## src/rtl/text_term_if.sv

```systemverilog
// Keyboard handshake, video-memory write port and cursor/scroll status of the text terminal.
// The controller takes the slave side; the keyboard/VGA environment takes the master side.
interface text_term_if;
  logic        key_valid;
  logic [7:0]  key_ascii;
  logic        key_ready;
  logic        clr_req;
  logic        wr_en;
  logic [11:0] wr_addr;
  logic [7:0]  wr_data;
  logic [4:0]  scroll_row;
  logic [6:0]  cur_col;
  logic [4:0]  cur_row;
  logic        busy;

  modport master (
    output key_valid, key_ascii, clr_req,
    input  key_ready, wr_en, wr_addr, wr_data, scroll_row, cur_col, cur_row, busy
  );

  modport slave (
    input  key_valid, key_ascii, clr_req,
    output key_ready, wr_en, wr_addr, wr_data, scroll_row, cur_col, cur_row, busy
  );
endinterface

```

## src/rtl/text_term_ctrl.sv

```systemverilog
// Cursor and write sequencer for the character video memory: printable output, newline,
// backspace, line wrap, ring-buffer scrolling with bottom-line scrub, and full-screen clear.
module text_term_ctrl #(
  parameter int unsigned COLS  = 70,
  parameter int unsigned ROWS  = 30,
  parameter logic [7:0]  BLANK = 8'h20
) (
  input  logic       clk,
  input  logic       rst,
  text_term_if.slave bus
);

  localparam logic [6:0] LAST_COL   = 7'(COLS - 1);
  localparam logic [6:0] SWEEP_DONE = 7'(COLS);
  localparam logic [4:0] LAST_ROW   = 5'(ROWS - 1);
  localparam logic [7:0] ASCII_BS   = 8'h08;
  localparam logic [7:0] ASCII_LF   = 8'h0A;
  localparam logic [7:0] ASCII_CR   = 8'h0D;
  localparam logic [7:0] PRINT_LO   = 8'h20;
  localparam logic [7:0] PRINT_HI   = 8'h7E;

  typedef enum logic [1:0] {
    ST_IDLE   = 2'd0,
    ST_CLEAR  = 2'd1,
    ST_LSCRUB = 2'd2
  } state_t;

  state_t      state_r, state_s;
  logic        clr_pend_r, clr_pend_s;
  logic [6:0]  col_r, col_s;
  logic [4:0]  row_r, row_s;
  logic [4:0]  scroll_r, scroll_s;
  logic [6:0]  sw_col_r, sw_col_s;
  logic [4:0]  sw_row_r, sw_row_s;
  logic        wr_en_r, wr_en_s;
  logic [11:0] wr_addr_r, wr_addr_s;
  logic [7:0]  wr_data_r, wr_data_s;

  logic        is_print_s;
  logic        is_nl_s;
  logic        is_bs_s;
  logic [4:0]  cur_prow_s;
  logic [4:0]  up_prow_s;

  // Logical row to physical row through the ring offset; the 6-bit sum never exceeds 58.
  function automatic logic [4:0] phys_row(input logic [4:0] row, input logic [4:0] scroll);
    logic [5:0] sum;
    sum = {1'b0, row} + {1'b0, scroll};
    return (sum >= 6'(ROWS)) ? 5'(sum - 6'(ROWS)) : sum[4:0];
  endfunction

  function automatic logic [4:0] scroll_inc(input logic [4:0] scroll);
    return (scroll == LAST_ROW) ? 5'd0 : scroll + 5'd1;
  endfunction

  function automatic logic [11:0] vmem_addr(input logic [6:0] col, input logic [4:0] prow);
    return {col, prow};
  endfunction

  assign is_print_s = (bus.key_ascii >= PRINT_LO) && (bus.key_ascii <= PRINT_HI);
  assign is_nl_s    = (bus.key_ascii == ASCII_LF) || (bus.key_ascii == ASCII_CR);
  assign is_bs_s    = (bus.key_ascii == ASCII_BS);
  assign cur_prow_s = phys_row(row_r, scroll_r);
  assign up_prow_s  = phys_row(row_r - 5'd1, scroll_r);

  assign bus.key_ready  = (state_r == ST_IDLE) && !clr_pend_r;
  assign bus.busy       = (state_r != ST_IDLE) || clr_pend_r;
  assign bus.wr_en      = wr_en_r;
  assign bus.wr_addr    = wr_addr_r;
  assign bus.wr_data    = wr_data_r;
  assign bus.scroll_row = scroll_r;
  assign bus.cur_col    = col_r;
  assign bus.cur_row    = row_r;

  // Next-state, cursor, sweep counter and write-port decisions.
  always_comb begin
    state_s    = state_r;
    clr_pend_s = clr_pend_r;
    col_s      = col_r;
    row_s      = row_r;
    scroll_s   = scroll_r;
    sw_col_s   = sw_col_r;
    sw_row_s   = sw_row_r;
    wr_en_s    = 1'b0;
    wr_addr_s  = wr_addr_r;
    wr_data_s  = wr_data_r;

    case (state_r)
      ST_IDLE: begin
        if (clr_pend_r) begin
          // The first blank goes out on the entry edge, so the sweep counter starts at column 1.
          state_s    = ST_CLEAR;
          clr_pend_s = 1'b0;
          col_s      = 7'd0;
          row_s      = 5'd0;
          scroll_s   = 5'd0;
          sw_col_s   = 7'd1;
          sw_row_s   = 5'd0;
          wr_en_s    = 1'b1;
          wr_addr_s  = vmem_addr(7'd0, 5'd0);
          wr_data_s  = BLANK;
        end else begin
          clr_pend_s = bus.clr_req;
          if (bus.key_valid) begin
            if (is_print_s) begin
              wr_en_s   = 1'b1;
              wr_addr_s = vmem_addr(col_r, cur_prow_s);
              wr_data_s = bus.key_ascii;
              if (col_r < LAST_COL) begin
                col_s = col_r + 7'd1;
              end else begin
                col_s = 7'd0;
                if (row_r < LAST_ROW) begin
                  row_s = row_r + 5'd1;
                end else begin
                  // Write slot is taken by the character, so the scrub starts next cycle.
                  scroll_s = scroll_inc(scroll_r);
                  state_s  = ST_LSCRUB;
                  sw_col_s = 7'd0;
                  sw_row_s = scroll_r;
                end
              end
            end else if (is_nl_s) begin
              col_s = 7'd0;
              if (row_r < LAST_ROW) begin
                row_s = row_r + 5'd1;
              end else begin
                scroll_s  = scroll_inc(scroll_r);
                state_s   = ST_LSCRUB;
                sw_col_s  = 7'd1;
                sw_row_s  = scroll_r;
                wr_en_s   = 1'b1;
                wr_addr_s = vmem_addr(7'd0, scroll_r);
                wr_data_s = BLANK;
              end
            end else if (is_bs_s) begin
              if (col_r != 7'd0) begin
                col_s     = col_r - 7'd1;
                wr_en_s   = 1'b1;
                wr_addr_s = vmem_addr(col_r - 7'd1, cur_prow_s);
                wr_data_s = BLANK;
              end else if (row_r != 5'd0) begin
                row_s     = row_r - 5'd1;
                col_s     = LAST_COL;
                wr_en_s   = 1'b1;
                wr_addr_s = vmem_addr(LAST_COL, up_prow_s);
                wr_data_s = BLANK;
              end else begin
                col_s = col_r;
              end
            end else begin
              wr_en_s = 1'b0;
            end
          end else begin
            wr_en_s = 1'b0;
          end
        end
      end

      ST_CLEAR: begin
        // Requests arriving mid-sweep merge into the clear already running.
        if (sw_col_r == SWEEP_DONE) begin
          state_s = ST_IDLE;
        end else begin
          wr_en_s   = 1'b1;
          wr_addr_s = vmem_addr(sw_col_r, sw_row_r);
          wr_data_s = BLANK;
          if (sw_col_r != LAST_COL) begin
            sw_col_s = sw_col_r + 7'd1;
          end else if (sw_row_r != LAST_ROW) begin
            sw_col_s = 7'd0;
            sw_row_s = sw_row_r + 5'd1;
          end else begin
            sw_col_s = SWEEP_DONE;
          end
        end
      end

      ST_LSCRUB: begin
        clr_pend_s = clr_pend_r | bus.clr_req;
        if (sw_col_r == SWEEP_DONE) begin
          state_s = ST_IDLE;
        end else begin
          wr_en_s   = 1'b1;
          wr_addr_s = vmem_addr(sw_col_r, sw_row_r);
          wr_data_s = BLANK;
          sw_col_s  = sw_col_r + 7'd1;
        end
      end

      default: begin
        state_s = ST_IDLE;
      end
    endcase
  end

  // State, cursor and registered write-port outputs.
  always_ff @(posedge clk or negedge rst) begin
    if (!rst) begin
      state_r    <= ST_IDLE;
      clr_pend_r <= 1'b1;
      col_r      <= 7'd0;
      row_r      <= 5'd0;
      scroll_r   <= 5'd0;
      sw_col_r   <= 7'd0;
      sw_row_r   <= 5'd0;
      wr_en_r    <= 1'b0;
      wr_addr_r  <= 12'd0;
      wr_data_r  <= 8'd0;
    end else begin
      state_r    <= state_s;
      clr_pend_r <= clr_pend_s;
      col_r      <= col_s;
      row_r      <= row_s;
      scroll_r   <= scroll_s;
      sw_col_r   <= sw_col_s;
      sw_row_r   <= sw_row_s;
      wr_en_r    <= wr_en_s;
      wr_addr_r  <= wr_addr_s;
      wr_data_r  <= wr_data_s;
    end
  end

endmodule

```

## src/flat_wrapper.sv

```systemverilog
// flat-port wrapper written by rule: the top's interface ports become plain ports
module text_term_ctrl_flat 
#(
  parameter int unsigned COLS  = 70,
  parameter int unsigned ROWS  = 30,
  parameter logic [7:0]  BLANK = 8'h20
)
  (clk, rst, bus_key_valid, bus_key_ascii, bus_clr_req, bus_key_ready, bus_wr_en, bus_wr_addr, bus_wr_data, bus_scroll_row, bus_cur_col, bus_cur_row, bus_busy);
  text_term_if bus_i ();
  input  logic clk;
  input  logic rst;
  input wire logic [$bits(bus_i.key_valid)-1:0] bus_key_valid;
  input wire logic [$bits(bus_i.key_ascii)-1:0] bus_key_ascii;
  input wire logic [$bits(bus_i.clr_req)-1:0] bus_clr_req;
  output wire logic [$bits(bus_i.key_ready)-1:0] bus_key_ready;
  output wire logic [$bits(bus_i.wr_en)-1:0] bus_wr_en;
  output wire logic [$bits(bus_i.wr_addr)-1:0] bus_wr_addr;
  output wire logic [$bits(bus_i.wr_data)-1:0] bus_wr_data;
  output wire logic [$bits(bus_i.scroll_row)-1:0] bus_scroll_row;
  output wire logic [$bits(bus_i.cur_col)-1:0] bus_cur_col;
  output wire logic [$bits(bus_i.cur_row)-1:0] bus_cur_row;
  output wire logic [$bits(bus_i.busy)-1:0] bus_busy;
  assign bus_i.key_valid = bus_key_valid;
  assign bus_i.key_ascii = bus_key_ascii;
  assign bus_i.clr_req = bus_clr_req;
  assign bus_key_ready = bus_i.key_ready;
  assign bus_wr_en = bus_i.wr_en;
  assign bus_wr_addr = bus_i.wr_addr;
  assign bus_wr_data = bus_i.wr_data;
  assign bus_scroll_row = bus_i.scroll_row;
  assign bus_cur_col = bus_i.cur_col;
  assign bus_cur_row = bus_i.cur_row;
  assign bus_busy = bus_i.busy;
  text_term_ctrl #(.COLS(COLS), .ROWS(ROWS), .BLANK(BLANK)) u_core (.clk(clk), .rst(rst), .bus(bus_i));
endmodule
```

## config.mk

```make
export PLATFORM = sky130hd
export DESIGN_NAME = text_term_ctrl_flat
export DESIGN_NICKNAME = d
export VERILOG_FILES = /design/src/rtl/text_term_if.sv /design/src/rtl/text_term_ctrl.sv /design/src/flat_wrapper.sv
export SDC_FILE = /design/constraint.sdc
export NUM_CORES = 1
export LEC_CHECK = 0
export BUFFER_PORTS_ARGS = -buffer_cell sky130_fd_sc_hd__buf_2
export CAP_MARGIN = 10
export CORE_ASPECT_RATIO = 0.6
export CORE_UTILIZATION = 45
export DETAILED_ROUTE_END_ITERATION = 10
export PLACE_DENSITY = 0.75
export SYNTH_ARGS = -nofsm -noshare
export SYNTH_HDL_FRONTEND = slang
export SYNTH_SLANG_ARGS = --single-unit
```

## constraint.sdc

```tcl
create_clock -name clk -period 3.38 [get_ports clk]
set_input_delay 0 -clock clk [delete_from_list [all_inputs] [get_ports clk]]
set_output_delay 0 -clock clk [all_outputs]
set_load 0.01 [all_outputs]
```

## Yosys cells after proc, flatten, opt, wreduce, memory -nomap -nowiden

Index checks and enable logic that the tools add are counted.

| storage, ports and cells | value |
|---|---|
| bits in registers | 53 |
| latch bits | 0 |
| memory bits (writable) | 0 |
| bits in read-only memories | 0 |
| input bits | 12 |
| output and inout bits | 40 |
| word-level logic and storage cells | 166 |
| memories kept | 0 |

| operators by class | value |
|---|---|
| add/subtract/negate cells | 11 |
| multipliers | 0 |
| div/mod/pow operators | 0 |
| $lt $le $gt $ge | 6 |
| eq/ne operators | 24 |
| shift operators | 0 |
| multiplexer cells | 88 |
| bitwise gates (word level) | 1 |
| reductions and logical operators | 26 |

Operators with widths:

| cell | count |
|---|---|
| 5-bit two-way mux | 27 |
| 7-bit two-way mux | 19 |
| 12-bit two-way mux | 9 |
| 8-bit two-way mux | 9 |
| 8-bit by 4-bit == test with 1-bit output (second input constant) | 3 |
| 12-bit one-hot mux with 2 select lines | 1 |
| 7-bit one-hot mux with 3 select lines | 1 |
| 8-bit one-hot mux with 2 select lines | 1 |
| 5-bit by 1-bit adder with 5-bit output (second input constant) | 3 |
| 7-bit by 1-bit adder with 7-bit output (second input constant) | 2 |
| 2-bit two-way mux | 7 |
| 7-bit AND reduction | 2 |
| 5-bit by 5-bit adder with 6-bit output | 2 |
| 6-bit by 5-bit greater-or-equal comparator with 1-bit output (second input constant) | 2 |
| 4-bit AND reduction | 3 |
| 6-bit AND reduction | 2 |
| 1-bit two-way mux | 10 |
| 5-bit one-hot mux with 2 select lines | 1 |
| 2-bit nonzero test | 5 |
| 5-bit nonzero test | 2 |
| 5-bit subtractor (second input constant) | 2 |
| 3-bit by 2-bit inequality test with 1-bit output (second input constant) | 3 |
| 8-bit by 6-bit greater-or-equal comparator with 1-bit output (second input constant) | 1 |
| 8-bit by 7-bit <= comparator with 1-bit output (second input constant) | 1 |
| other kinds (28) | 38 |

## Longest topological paths before layout

Gate-level depths: netlist of run 1.

| depth | value |
|---|---|
| depth in word-level cells | 12 |
| depth in mapped cells | 13 |
| gate-level depth less buffers | 13 |

## Worst setup path after synthesis of run 1

OpenSTA, ideal clock, no wires.

| path | value |
|---|---|
| kind | reg2reg |
| start point | reg u_core.row_r[0] (netlist: u_core.bus.cur_row[0]) |
| end point | reg u_core.wr_addr_r[2] (netlist: u_core.bus.wr_addr[2]) |
| library setup time | 0.095 ns |
| arrival time | 2.525 ns |
| path slack | 0.759 ns |
| stages on the path, launching flop included | 11 |
| path through | dfrtp_1 > inv_1 > ha_1 > or4b_4 > nand2_1 > ha_1 > o21ai_1 > mux2i_1 > nor3_1 > a211oi_1 > o31ai_1 |

| on the way | value |
|---|---|
| word-level cells in the longest chain between the ends | 12 |

RTL lines:

| item | RTL line | text |
|---|---|---|
| from (decl) | text_term_ctrl.sv:31 | `logic [4:0] row_r, row_s;` |
| from (signal assigned) | text_term_ctrl.sv:214 | `row_r <= row_s;` |
| 5-bit by 1-bit subtractor with 5-bit output | text_term_ctrl.sv:64 | `assign up_prow_s = phys_row(row_r - 5'd1, scroll_r);` |
| 5-bit by 5-bit adder with 6-bit output | text_term_ctrl.sv:48 | `sum = {1'b0, row} + {1'b0, scroll};` |
| 5-bit subtractor or 6-bit by 5-bit greater-or-equal comparator with 1-bit output (tied branches) | text_term_ctrl.sv:49 | `return (sum >= 6'(ROWS)) ? 5'(sum - 6'(ROWS)) : sum[4:0];` |
| 5-bit two-way mux | text_term_ctrl.sv:49 |  |
| 12-bit two-way mux | text_term_ctrl.sv:142 | `end else if (row_r != 5'd0) begin` |
| 12-bit two-way mux | text_term_ctrl.sv:137 | `if (col_r != 7'd0) begin` |
| 12-bit two-way mux | text_term_ctrl.sv:136 | `end else if (is_bs_s) begin` |
| 12-bit two-way mux | text_term_ctrl.sv:123 | `end else if (is_nl_s) begin` |
| 12-bit two-way mux | text_term_ctrl.sv:105 | `if (is_print_s) begin` |
| 12-bit two-way mux | text_term_ctrl.sv:104 | `if (bus.key_valid) begin` |
| 12-bit two-way mux | text_term_ctrl.sv:90 | `if (clr_pend_r) begin` |
| 12-bit one-hot mux with 2 select lines | text_term_ctrl.sv:88 | `case (state_r)` |
| to (signal assigned) | text_term_ctrl.sv:219 | `wr_addr_r <= wr_addr_s;` |
| to (decl) | text_term_ctrl.sv:36 | `logic [11:0] wr_addr_r, wr_addr_s;` |

Several ways; a longest one is shown, not always the timed one. The select of a mux whose other input is x is not followed.
A chain may end at the register's enable or synchronous reset.

## Final worst setup path of run 1

Same ends and word-level chain as after synthesis.

==> out/qor.csv, run 1 <==
stage,metric,value,unit
outcome,status,finished clean,
setup_path,arrival time of the worst setup path,3190,ps
hold_path,kind of path behind the tightest hold check,input pin to flip-flop,
floorplan,Die Y-Extent,76.7,µm
routing,DRC errors left,0,
timing,Final Cycle Share,88.5,%
timing,number of hold violations in the final report,0,
setup_path,maximum fanout along the worst path,7,
floorplan,row count,26,
yosys,share of the synthesized area in compound gates (AO/OA/AOI/OAI),25.5,%
timing,unrepaired setup endpoints after global routing,false,
timing,setup tns final,0,ps
layout,net total in the final layout,581,
floorplan,number of I/O pins,52,
global_route,vias in the first global route,3617,
routing,total length of routed wires,11.5,mm
yosys,number of flip-flops and latches in the synthesized netlist,53,
yosys,async set or reset register ratio after synthesis,100,%
yosys,synthesized-area fraction occupied by and/or/nand/nor cells,23.0,%
yosys,instance count of the mapped netlist,487,
clock_network,Clock Tree Root,clkbuf_16,
setup_path,cell count of the worst reg-to-reg path,10,
setup_path,worst flop-to-flop path endpoint,u_core.bus.wr_addr[2]$_DFFE_PN0P_,
timing,Slew Limit Headroom,52.3,%
yosys,"Cell Area, Synth",4180,µm²
floorplan,Core Footprint,8750,µm²
yosys,dominant register cell in the synthesized netlist,dfrtp_1,
pwr,Static Leak,0.00224,µW
global_route,global-route wire length before repair,18.6,mm
layout,antenna fix cells,0,
yosys,combinational family with the most area after synthesis,compound AO/OA/AOI/OAI gates,
yosys,post-synthesis xor/xnor area fraction,3.77,%
hold_path,worst hold endpoint,u_core.bus.wr_data[5]$_DFFE_PN0P_,
yosys,number of enable-type register cells in the synthesized netlist,0,
layout,share of final-layout standard cells stronger than drive strength 1,17.2,%
routing,detailed-routing iteration count for the pre-antenna-repair pass,5,
routing,first-iteration detailed-routing DRC count,365,
timing,worst clock skew on the final layout,4.61,ps
clock_network,clock-pin slew on the worst setup and hold paths,70,ps
floorplan,Initial Utilization,47.8,%
clock_network,Resized Gates After CTS,0,
timing,highest attainable clock frequency,0.334,GHz
global_route,initial antenna violation count,0,
yosys,multiplexer share of the synthesized area,2.06,%
yosys,synthesized-area fraction occupied by adder cells,9.03,%
global_route,total congestion overflow after global routing,0,
setup_path,sort of element at the start of the critical path,flip-flop,
pwr,total power,1290,µW
timing,Worst Tran Pin Value,710,ps
setup_path,worst path required time,3580,ps
pwr,highest ir drop seen on vdd,0.181,mV
yosys,Post-Syn Nets,528,
pwr,Pwr per Cell Area,271,nW/µm²
layout,synthesis-to-finish area growth,13.6,%
floorplan,Die X,126,µm
setup_path,type of element capturing the critical path,flip-flop,
setup_path,R2R setup slack,390,ps
clock_network,TritonCTS clock tree,built,
yosys,synth warn,0,
routing,routed wire length per instance,17.6,µm
placed_design,IO buf count,51,
run,number of violations of the max-capacitance limit,0,
routing,DR vias/cell,6.09,
hold_path,origin of the worst min-delay path,bus_key_ascii[5],
yosys,syn_area_per_cell,8.59,µm²
clock_network,H-tree depth,2,
clock_network,clock sink count,53,
floorplan,floorplan die area,9700,µm²
yosys,synth unique cells,81,
yosys,share of the yosys chip area belonging to registers,31.7,%
layout,Post-Route Utilization,54.3,%
setup_path,start-to-end type of the worst setup path,flip-flop to flip-flop,
setup_path,worst reg2reg startpoint,u_core.bus.cur_row[0]$_DFFE_PN0P_,
routing,via total after detailed routing,3974,
clock_network,Bufs on Longest Clock Path,2,
global_route,maximum number of pins on one net before global-route repair,32,
placed_design,placer congestion estimate,0.915,
timing,final-report setup violation count,0,
global_route,all-layer global routing usage,24.2,%
timing,max-slew violation count,0,
timing,post-route minimum period,2990,ps
hold_path,number of cells traversed by the worst hold path,3,
routing,number of routed nets with antenna violations,0,
clock_network,TritonCTS buffer count,5,
placed_design,estimated wirelength of the detail-placed design,8.56,mm
clock_network,clock insertion delay at the later pin of the skew report,300,ps
==> flip-flops by register name, summed over array words and instances, names as in the netlist <==
| register | flops |
|---|---|
| u_core.bus.cur_col | 7 |
| u_core.bus.cur_row | 5 |
| u_core.bus.scroll_row | 5 |
| u_core.bus.wr_addr | 12 |
| u_core.bus.wr_data | 8 |
| u_core.bus.wr_en | 1 |
| u_core.clr_pend_r | 1 |
| u_core.state_r | 2 |
| u_core.sw_col_r | 7 |
| u_core.sw_row_r | 5 |
==> cell usage after synthesis (all sizes together), types with 2 or more instances <==
cell type  number  share of area [%]
nand2          54                4.8
dfrtp          52                 31
o21ai          52                6.6
nor2           37                3.4
ha             27                8.1
a21oi          25                3.1
nor3           20                2.4
buf            17                3.1
nand3          17                2.0
inv            16                1.4
nand2b         12                1.8
xnor2          11                2.3
o31ai          10                1.9
nor2b           9                1.3
a21o            7                1.3
and2            7                1.0
xor2            7                1.5
a211oi          6                1.1
and3            6               0.90
mux2i           6                1.4
or3             6                1.0
a22oi           5               0.90
clkbuf          5               0.45
nor3b           5                1.1
o22ai           5               0.75
o41ai           5                1.6
a21boi          4               0.72
a31oi           4               0.60
o211ai          4               0.84
nand4           3               0.45
nor4            3               0.75
o221ai          3               0.63
or2             3               0.45
a2111oi         2               0.57
a211o           2               0.42
and4            2               0.48
fa              2               0.96
mux2            2               0.63
==> per-layer routing <==
layer  track usage, %  vias up  wire length (µm)  share of wire [%]
met4             4.58        0                80               0.70
met5                0        -                 0                  0
met3             4.68       12              1010                8.8
met1             36.5     1898              5530                 48
li1                 -     1896                 -                  -
met2             35.9      168              4850                 42
==> final cells by class <==
| class | count | area (µm²) |
|---|---|---|
| Timing Repair Buffer | 68 | 415 |
| Fill cell | 784 | 4000 |
| Clock buffer | 7 | 153 |
| Inverter | 16 | 60.1 |
| Clock inverter | 1 | 8.76 |
| Tap cell | 112 | 140 |
| Multi-Input combinational cell | 396 | 2650 |
| Sequential cell | 53 | 1330 |
==> cell families after synthesis <==
group / Yosys count
AO/OA/AOI/OAI: 153
XOR/XNOR: 18
adder cells (fa/ha/maj): 29
buffers and inverters: 38
flip-flops: 53
multiplexers: 8
AND/OR/NAND/NOR: 188
==> layout by cell type, fill, tap and decap left out, drive strengths merged, types with 5 or more instances in the layout <==
cell          n
o41ai         5
mux2i         6
nand2b       12
o31ai        10
nand3        17
nor3         20
inv          17
xnor2        11
nor3b         5
and3          6
xor2          7
nand2        54
a22oi         5
clkbuf        7
or3           6
dlygate4sd3   8
ha           27
o21ai        52
o22ai         5
and2          7
a211oi        6
dfrtp        52
nor2         37
a21oi        25
a21o          7
nor2b         9
buf          60
==> per-stage QoR <==
| step | hold WS, ps | area, µm² | worst slack, ps | instances |
|---|---|---|---|---|
| 2_1_floorplan | -296 | 4180 | 759 | 487 |
| 3_3_place_gp | 54.6 | 4510 | 582 | 637 |
| 6_report | 51.1 | 4750 | 388 | 653 |
| 4_1_cts | 45.8 | 4750 | 428 | 653 |
| 5_1_grt | 108 | 4750 | 257 | 653 |
| 3_5_place_dp | 64.5 | 4510 | 455 | 637 |
==> timing repair <==
item	4_1_cts	5_1_grt
hold buffers	8	0
buffers inserted	0	0
endpoints found under the hold margin	33	0
endpoints found under the setup margin	0	0
==> worst max path at each step <==
stage / from / end / depth (start not counted)
2_1_floorplan: u_core.bus.cur_row[0]$_DFFE_PN0P_ / u_core.bus.wr_addr[2]$_DFFE_PN0P_ / 10
3_3_place_gp: u_core.bus.cur_row[0]$_DFFE_PN0P_ / u_core.bus.wr_addr[8]$_DFFE_PN0P_ / 10
3_5_place_dp: u_core.bus.cur_row[0]$_DFFE_PN0P_ / u_core.bus.wr_addr[8]$_DFFE_PN0P_ / 10
4_1_cts: u_core.bus.cur_row[0]$_DFFE_PN0P_ / u_core.bus.wr_addr[2]$_DFFE_PN0P_ / 10
5_1_grt: u_core.bus.cur_row[0]$_DFFE_PN0P_ / u_core.bus.wr_addr[2]$_DFFE_PN0P_ / 10
6_report: u_core.bus.cur_row[0]$_DFFE_PN0P_ / u_core.bus.wr_addr[2]$_DFFE_PN0P_ / 10
==> worst max-delay path, stage by stage, from the launching register on <==
cell      delay (ps)
dfrtp_1          460
inv_1            170
ha_1             230
or4b_4           490
nand2_1          120
ha_1             260
o21ai_1          360
mux2i_1          130
nor3_1           310
a211oi_1         100
o31ai_1          260
==> power breakdown <==
group	switching (µW)	internal [µW]	total (µW)
combinational	58.6	31.0	89.6
clock	245	319	563
sequential	2.54	634	637
(Power assumes the default switching activity.)
==> run 2, diff against run 1 <==
--- a/config.mk
+++ b/config.mk
@@ -10,6 +10,7 @@
 export CORE_ASPECT_RATIO = 0.6
 export CORE_UTILIZATION = 45
 export DETAILED_ROUTE_END_ITERATION = 10
+export GPL_TIMING_DRIVEN = 0
 export PLACE_DENSITY = 0.75
 export SYNTH_ARGS = -nofsm -noshare
 export SYNTH_HDL_FRONTEND = slang
==> run 2 against run 1 <==
Non-clock buffer count increased by 14. Global-route usage grew 1.7 points. Largest cell class unchanged. Design area grew 1.7%. Worst hold slack lost 13 ps. Largest power group unchanged.
==> out/qor.csv, run 2 (same netlist as run 1, synthesis figures left out) <==
stage,metric,value,unit,change
timing,Slew Limit Headroom,41.8,%,-11 points
routing,via total after detailed routing,4144,,+4.3%
routing,first-iteration detailed-routing DRC count,428,,+17%
clock_network,clock insertion delay at the later pin of the skew report,300,ps,about the same
setup_path,critical path depth,10,,unchanged
global_route,total congestion overflow after global routing,0,,unchanged
global_route,global-route wire length before repair,20.0,mm,+7.8%
clock_network,clock sink count,53,,unchanged
layout,"Design Area, Final",4830,µm²,+1.7%
setup_path,critical-path cell list,"inv_1, ha_1, or4b_4, nand2_1, ha_1, o21ai_1, mux2i_1, nor3_1, a211oi_1, o31ai_1",,
routing,routed wire length per instance,18.0,µm,+2.4%
clock_network,Bufs on Longest Clock Path,2,,unchanged
setup_path,Most Frequent Cell on Critical Path,ha_1,,
floorplan,Initial Utilization,47.8,%,unchanged
setup_path,Critical Path Start,u_core.bus.cur_row[0]$_DFFE_PN0P_,,
floorplan,floorplan die area,9700,µm²,unchanged
clock_network,clock-pin slew on the worst setup and hold paths,70,ps,about the same
run,number of violations of the max-capacitance limit,0,,unchanged
setup_path,worst flop-to-flop path endpoint,u_core.bus.wr_addr[2]$_DFFE_PN0P_,,
layout,number of flip-flops in the largest register,12,,unchanged
timing,setup tns final,0,ps,unchanged
global_route,all-layer global routing usage,25.9,%,+1.7 points
outcome,status,finished clean,,
setup_path,arrival time of the worst setup path,3260,ps,+70 ps
pwr,cell internal pwr,966,µW,-1.8%
clock_network,post-CTS setup repair buffer count,0,,unchanged
layout,"commonest cells after routing, fill and taps aside","buf_2 (57), nand2_1 (54), dfrtp_1 (52), nor2_1 (36), ha_1 (27)",,
hold_path,kind of path behind the tightest hold check,input pin to flip-flop,,
floorplan,Die X,126,µm,unchanged
layout,antenna fix cells,0,,unchanged
timing,minimum hold slack,38.3,ps,-12.8 ps
placed_design,placer congestion estimate,0.969,,+5.8%
pwr,Switching Fraction,24.4,%,+0.70 points
routing,DR vias/cell,6.21,,+2.1%
timing,final-report setup violation count,0,,unchanged
layout,fillcell total,794,,+1.3%
setup_path,cell count of the worst reg-to-reg path,10,,unchanged
timing,worst clock skew on the final layout,5.71,ps,+1.10 ps
placed_design,area after detailed placement,4580,µm²,+1.5%
layout,net total in the final layout,595,,+2.4%
pwr,Static Leak,0.00229,µW,+2.0%
layout,final standard cell count with taps included and fillers excluded,667,,+2.1%
timing,max-slew violation count,0,,unchanged
routing,DRC errors left,0,,unchanged
placed_design,estimated wirelength of the detail-placed design,8.74,mm,+2.1%
setup_path,number of buffer and inverter instances along the worst setup path,1,,unchanged
timing,Final Cycle Share,90.5,%,+2.0 points
clock_network,H-tree depth,2,,unchanged
routing,number of routed nets with antenna violations,0,,unchanged
floorplan,Core Footprint,8750,µm²,unchanged
setup_path,CP max stage cell,or4b_4,,
global_route,initial antenna violation count,0,,unchanged
layout,synthesis-to-finish area growth,15.6,%,
timing,highest attainable clock frequency,0.327,GHz,-2.2%
clock_network,TritonCTS clock tree,built,,
timing,post-route minimum period,3060,ps,+68.1 ps
setup_path,R2R setup slack,320,ps,-70 ps
setup_path,worst reg2reg startpoint,u_core.bus.cur_row[0]$_DFFE_PN0P_,,
timing,Worst Tran Pin Value,872,ps,+162 ps
pwr,portion of total power attributed to combinational logic,7.1,%,+0.2 points
layout,"leading cell type in the layout, fill and taps excluded",buf_2,,
pwr,highest ir drop seen on vdd,0.188,mV,+4.4%
placed_design,IO buf count,51,,unchanged
setup_path,maximum fanout along the worst path,7,,unchanged
setup_path,critical path's top delay family,simple AND/OR/NAND/NOR gates,,
pwr,Pwr per Cell Area,264,nW/µm²,-2.6%
clock_network,Clock Tree Root,clkbuf_16,,
pwr,sequential power share,49.8,%,+0.4 points
clock_network,TritonCTS buffer count,5,,unchanged
setup_path,Worst setup endpoint,u_core.bus.wr_addr[2]$_DFFE_PN0P_,,
setup_path,type of element capturing the critical path,flip-flop,,
global_route,vias in the first global route,3849,,+6.4%
routing,detailed-routing iteration count for the pre-antenna-repair pass,5,,unchanged
routing,total length of routed wires,12.0,mm,+4.6%
placed_design,instance count after placement with tap cells included,650,,+2.0%
floorplan,row count,26,,unchanged
timing,unrepaired setup endpoints after global routing,false,,
pwr,switching power,312,µW,+2.0%
pwr,relative contribution of the clock network to total power,43.1,%,-0.6 points
floorplan,number of I/O pins,52,,unchanged
setup_path,biggest cell delay along the critical path,520,ps,+30 ps
setup_path,worst path required time,3580,ps,about the same
timing,number of hold violations in the final report,0,,unchanged
setup_path,start-to-end type of the worst setup path,flip-flop to flip-flop,,
floorplan,Die Y-Extent,76.7,µm,unchanged
layout,share of final-layout standard cells stronger than drive strength 1,18.0,%,+0.83 points
setup_path,sort of element at the start of the critical path,flip-flop,,
global_route,maximum number of pins on one net before global-route repair,54,,+69%
==> run 2: cell types whose count changed in the layout (fill, tap and decap cells not counted) <==
cell      before  now
buf_2         51   57
buf_6          0    6
buf_4          8    3
clkbuf_1       0    5
buf_1          0    2
clkbuf_8       2    1
clkinv_4       0    1
==> run 2: power by group through the flow <==
stage | clock network (µW) | logic, µW | registers, µW
final | 551 | 90.6 | 637
after global routing | 582 | 98.4 | 637
after CTS | 560 | 86.0 | 637
after detailed placement | 0 | 78.7 | 649
after global placement | 0 | 76.5 | 649
after floorplan | 0 | 40.6 | 649
==> run 2: final cells by class <==
cell class                 instances  area, µm²  area share, %
sequential                        53       1330           27.5
inverter                          16       60.1           1.24
clock buffer                       6        139           2.87
tap                              112        140           2.90
clock inverter                     2       17.5          0.362
buffer                            22        146           3.03
multi-input combinational        396       2650           54.8
timing repair buffer              60        355           7.35
==> run 2: how the worst min path moves through the flow <==
stage                                 from                           endpoint  slack [ps]  cells after the start
after global routing      bus_key_ascii[5]  u_core.bus.wr_data[5]$_DFFE_PN0P_          60                      3
after CTS                              rst  u_core.bus.cur_row[3]$_DFFE_PN0P_          10                      1
after detailed placement       bus_clr_req      u_core.clr_pend_r$_DFFE_PN1P_         240                      3
final                     bus_key_ascii[5]  u_core.bus.wr_data[5]$_DFFE_PN0P_          40                      3
after global placement         bus_clr_req      u_core.clr_pend_r$_DFFE_PN1P_         230                      3
after floorplan                        rst  u_core.bus.cur_col[0]$_DFFE_PN0P_        -300                      0
==> run 2: what timing repair did <==
item	CTS	global route
gates resized for setup	0	0
endpoints found under the hold margin	7	52
endpoints found under the setup margin	0	0
hold buffers	7	1
==> run 2: metrics by stage <==
step | total power, µW | util [%] | setup WS (ps)
global placement | 726 | 52.3 | 486
CTS | 1280 | 54.9 | 380
finish | 1280 | 55.2 | 320
detailed placement | 728 | 52.3 | 445
global route | 1320 | 55.2 | 41.6
floorplan | 690 | - | 759
==> run 2: metal layers <==
layer	track usage, %	vias up	part of all wire [%]
met5	0	-	0
met4	5.54	0	1.0
met3	4.88	19	10
met2	36.7	219	41
met1	40.3	1988	48
li1	-	1918	-
==> run 2: tightest hold or removal path: stages <==
cell and delay (ps):
buf_2 140, nor2_1 60, o21ai_1 100
